## src/rtl/cdb_result_buffer_pkg.sv

```systemverilog
// Shared types and constants for the per-functional-unit CDB result buffers.
package cdb_result_buffer_pkg;

    localparam int CDB_XLEN    = 32;
    localparam int CDB_PRF_LEN = 6;
    localparam int CDB_ROB_LEN = 5;

    // Idle PC the CDB drives when nothing is broadcast; kept identical here.
    localparam logic [CDB_XLEN-1:0] CDB_IDLE_PC = 32'hfacebeec;

    typedef struct packed {
        logic [CDB_XLEN-1:0]    value;
        logic [CDB_PRF_LEN-1:0] prf_idx;
        logic [CDB_ROB_LEN-1:0] rob_idx;
        logic [CDB_XLEN-1:0]    pc;
    } cdb_entry_t;

endpackage

```

## src/rtl/cdb_result_buffer.sv

```systemverilog
// Result FIFO between one execution unit and the CDB arbiter: holds results that
// lose arbitration, presents the oldest as the unit's CDB request, pops on grant.
module cdb_result_buffer
    import cdb_result_buffer_pkg::*;
#(
    parameter int DEPTH   = 4,
    parameter int XLEN    = CDB_XLEN,
    parameter int PRF_LEN = CDB_PRF_LEN,
    parameter int ROB_LEN = CDB_ROB_LEN
) (
    input  logic                     clock,
    input  logic                     reset,
    input  logic                     flush,
    input  logic                     in_valid,
    input  logic [XLEN-1:0]          in_value,
    input  logic [PRF_LEN-1:0]       in_prf_idx,
    input  logic [ROB_LEN-1:0]       in_rob_idx,
    input  logic [XLEN-1:0]          in_PC,
    output logic                     in_ready,
    output logic                     out_valid,
    output logic [XLEN-1:0]          out_value,
    output logic [PRF_LEN-1:0]       out_prf_idx,
    output logic [ROB_LEN-1:0]       out_rob_idx,
    output logic [XLEN-1:0]          out_PC,
    input  logic                     cdb_grant,
    output logic [$clog2(DEPTH):0]   count
);

    localparam int PTR_W = $clog2(DEPTH);
    localparam int CNT_W = PTR_W + 1;
    localparam logic [CNT_W-1:0] FULL_COUNT = CNT_W'(DEPTH);

    // Entries use the shared struct, so the field widths must agree with it.
    if (XLEN != CDB_XLEN || PRF_LEN != CDB_PRF_LEN || ROB_LEN != CDB_ROB_LEN
        || DEPTH < 2 || (DEPTH & (DEPTH - 1)) != 0) begin : g_bad_params
        $error("cdb_result_buffer: unsupported parameter combination");
    end

    cdb_entry_t             entries_q [DEPTH];
    cdb_entry_t             head_entry;
    logic [PTR_W-1:0]       head_ptr_q, head_ptr_d;
    logic [PTR_W-1:0]       tail_ptr_q, tail_ptr_d;
    logic [CNT_W-1:0]       count_q, count_d;
    logic                   push;
    logic                   pop;

    // in_ready depends only on registered occupancy, never on cdb_grant.
    assign in_ready  = (count_q != FULL_COUNT);
    assign out_valid = (count_q != '0);
    assign count     = count_q;

    always_comb begin
        // NOTE: every always_comb output gets a default first so no latch is inferred.
        push       = in_valid && in_ready;
        pop        = cdb_grant && out_valid;
        head_ptr_d = head_ptr_q;
        tail_ptr_d = tail_ptr_q;
        count_d    = count_q;
        if (flush) begin
            head_ptr_d = '0;
            tail_ptr_d = '0;
            count_d    = '0;
        end else begin
            if (push) tail_ptr_d = tail_ptr_q + PTR_W'(1);
            if (pop)  head_ptr_d = head_ptr_q + PTR_W'(1);
            case ({push, pop})
                2'b10:   count_d = count_q + CNT_W'(1);
                2'b01:   count_d = count_q - CNT_W'(1);
                default: count_d = count_q;
            endcase
        end
    end

    // NOTE: state flops use non-blocking assignments so every flop samples pre-edge values.
    always_ff @(posedge clock or negedge reset) begin
        if (!reset) begin
            head_ptr_q <= '0;
            tail_ptr_q <= '0;
            count_q    <= '0;
        end else begin
            head_ptr_q <= head_ptr_d;
            tail_ptr_q <= tail_ptr_d;
            count_q    <= count_d;
        end
    end

    // NOTE: the entry array is not reset; occupancy alone decides what is valid.
    always_ff @(posedge clock) begin
        if (push && !flush) begin
            entries_q[tail_ptr_q] <= '{value: in_value, prf_idx: in_prf_idx,
                                       rob_idx: in_rob_idx, pc: in_PC};
        end
    end

    assign head_entry = entries_q[head_ptr_q];

    // Empty buffer presents the CDB idle pattern instead of stale array data.
    always_comb begin
        out_value   = '0;
        out_prf_idx = '0;
        out_rob_idx = '0;
        out_PC      = CDB_IDLE_PC;
        if (out_valid) begin
            out_value   = head_entry.value;
            out_prf_idx = head_entry.prf_idx;
            out_rob_idx = head_entry.rob_idx;
            out_PC      = head_entry.pc;
        end
    end

endmodule
```

## config.mk

```make
export PLATFORM = sky130hd
export DESIGN_NAME = cdb_result_buffer
export DESIGN_NICKNAME = d
export VERILOG_FILES = /design/src/rtl/cdb_result_buffer_pkg.sv /design/src/rtl/cdb_result_buffer.sv
export SDC_FILE = /design/constraint.sdc
export NUM_CORES = 1
export LEC_CHECK = 0
export ABC_AREA = 1
export CAP_MARGIN = 10
export CORE_MARGIN = 4
export CORE_UTILIZATION = 40
export CTS_CLUSTER_DIAMETER = 150
export DETAILED_ROUTE_END_ITERATION = 8
export GPL_ROUTABILITY_DRIVEN = 0
export PLACE_DENSITY_LB_ADDON = 0.2
export SYNTH_ARGS = -nofsm -noshare
export SYNTH_HDL_FRONTEND = slang
export SYNTH_SLANG_ARGS = --single-unit
```

## constraint.sdc

```tcl
create_clock -name clock -period 8.3 [get_ports clock]
set_input_delay 2.075 -clock clock [delete_from_list [all_inputs] [get_ports clock]]
set_output_delay 2.075 -clock clock [all_outputs]
set_load 0.05 [all_outputs]
```

==> metrics.md <==
| Metric | Value |
|---|---|
| Status | complete, no violations |
| Ports | 160 |
| H-tree Lvls | 2 |
| Synth area leaders | edfxtp_1, nor2_1, a21oi_1 |
| Crit path kind | reg -> out |
| Critical-path maximum fanout | 110 |
| Clock skew | 0.005699 ns |
| Hold Crit Start | count[1] |
| Hold Vio Cnt, Final | 0 |
| WP data arrival | 4.03 ns |
| Yosys cell types | 24 |
| Routed len/inst | 18.18 µm |
| WHS Path Cells | 2 |
| Register area | 0.009191 mm² |
| Reg clk slew, reported paths | 0.06 ns |
| Max Root-Sink Buffers | 3 |
| Detailed placement HPWL | 15.32 mm |
| Global-route wire length before repair | 42.44 mm |
| Unrepaired setup endpoints after global routing | no |
| Final #Nets | 1185 |
| Final setup vio count | 0 |
| Sum Neg Setup Slack | 0 ns |
| Die Y | 181.9 µm |
| FF-to-FF path depth | 5 |
| Synth top area share | 74.51% |
| CTS Root Cell | clkbuf_16 |
| Max rail drop VDD | 0.0001744 V |
| Core Util, Final | 50.51% |
| Area Overhead vs Synth | 24.14% |
| Leakage | 0.005092 µW |
| FFs w/ async S/R, synth | 2.280% |
| Synth area leader | edfxtp_1 |
| Initial DRC Count | 497 |
| CTS tree | built |
| Critical path launch point | head_ptr_q[0] |
| CP endpoint kind | output pin |
| Synth Register Bits | 307 |
| Relative slew slack | 28.66% |
| DRT Pass-1 Iters | 4 |
| Tmin final | 6.107 ns |
| Die ar. | 0.03307 mm² |
| WL final | 27.54 mm |
| Final period utilization | 73.58% |
| Vias in the first global route | 7640 |
| Post-CTS Hold Buffers | 0 |
| DR DRC count | 0 |
| Synthesized area per cell | 12.73 µm² |
| Antenna violations before repair | 0 |
| Cell Pwr Density | 361.7 mW/mm² |
| Post-route worst setup slack | 2.193 ns |
| Pins over their slew limit | 0 |
| Top-count cell post-synth | edfxtp_1 |
| Largest net degree at the start of global routing | 111 |
| Multi-input gate area | 0.002549 mm² |
| Number of synthesized flops with an enable pin | 300 |
| Rows | 63 |
| Mapped Area | 0.01209 mm² |
| TritonCTS buffer count | 34 |
| GRT overflow | 0 |
| Post-route ant nets | 0 |
| Number of port buffers | 159 |
| # diodes | 0 |
| Post-synthesis sequential area ratio | 75.96% |
| Fmax | 163.7 MHz |
| DR vias | 7598 |
| Worst path required time | 6.23 ns |
| Clock sink count | 307 |
| Max cap viols | 0 |
| Total of cells resized after clock tree synthesis | 0 |
| Mapped Nets | 1035 |
| CP Launch Type | flop |
| Via/cell ratio | 5.015 |
| Yosys warnings | 0 |
| Post-synth top cells | edfxtp_1, nor2_1, nand2_1 |
| Clock Latency Late Sink | 0.49 ns |
| Die X | 181.9 µm |
| Initial core utilization | 40.68% |
| Pre-CTS WS | 2.662 ns |
| Cells after synthesis | 950 |
| Layout cells sized above 1 | 6.489% |
| Hold Path Class | reg -> reg |
| Worst r2r src | count[0] |
| Ys flop type | edfxtp_1 |
| Core Footprint | 0.02972 mm² |
| Setup bufs post-CTS | 0 |
| Worst-margin pin slew | 1.070 ns |
| GRT Total Usage | 16.26% |
| Filler Cell Count | 2565 |
worst max-delay path: stages, from the launching register on:
cell	delay, ns
dfrtp_4	0.73
inv_4	0.87
buf_4	0.55
a21oi_1	0.12
o21ai_0	0.32
clkdlybuf4s50_1	0.87
final timing paths:
| check | slack, ns | endpoint |
|---|---|---|
| setup / recovery | 2.19 | out_PC[5] |
| hold / removal | 0.66 | count[1] |
| setup reg to reg | 5.17 | entries_q[3][66] |
| hold reg to reg | 0.66 | count[1] |
| max in group asynchronous | 6.14 | head_ptr_q[1] |
| min in group asynchronous | 1.86 | count[1] |
power breakdown:
part | internal, µW | leakage (µW) | switching [µW]
sequential | 1800 | 0.00281 | 67.3
combinational | 629 | 0.00177 | 1570
clock | 807 | 0.000505 | 561
cell families after synthesis:
logic type	after synthesis	share of synthesized area (%)
AOI/OAI and AO/OA	231	9.593
xor gates and xnor gates	2	0.1449
adders and majority gates	5	0.5796
buffers and inverters	73	3.208
DFF	307	75.96
and+or+nand+nor	332	10.51
layout by cell type (no fill, tap or decap):
cell,instances
nand2_2,3
nand2_1,101
edfxtp_1,300
nor2_1,214
clkinvlp_4,2
nor2_4,4
xnor2_1,1
inv_4,1
clkbuf_1,6
clkinv_1,9
nand3_1,6
inv_1,12
buf_4,13
nand4_1,3
xor2_1,1
nor2_2,1
a21oi_1,99
fa_1,1
dfrtp_1,5
inv_2,1
dfrtp_4,2
o21ai_0,67
clkbuf_16,37
clkdlybuf4s50_1,159
a21oi_2,1
o21ai_1,64
clkinv_2,8
ha_1,4
layer usage:
metal	part of all wire, %	GRT usage [%]	vias up
li1	-	-	3673
met1	44	21.95	3705
met2	49	27.50	184
met3	5.3	3.085	36
met4	1.6	3.753	0
met5	0	0	-
flip-flops by register name, summed over array words and instances (netlist names):
signal / flops
count: 3
entries_q: 300
tail_ptr_q: 2
head_ptr_q: 2
metrics by stage:
| step | std cells | area [µm²] | power (µW) | hold WS [ns] |
|---|---|---|---|---|
| floorplan | 950 | 12090 | 3383 | 0.5794 |
| global placement | 1454 | 13980 | 4115 | 0.6233 |
| detailed placement | 1454 | 13980 | 4124 | 0.6380 |
| CTS | 1515 | 15010 | 5504 | 0.6464 |
| global route | 1515 | 15010 | 5688 | 0.6943 |
| finish | 1515 | 15010 | 5429 | 0.6553 |
final cells by class:
type | instances | area share (%)
Timing Repair Buffer | 172 | 11.25
Inverter | 15 | 0.4001
Sequential cell | 307 | 61.24
Clock inverter | 18 | 0.5585
Tap cell | 390 | 3.251
Multi-Input combinational cell | 570 | 16.98
Clock buffer | 43 | 6.319
Note: power is estimated with default switching activity, not from simulation.
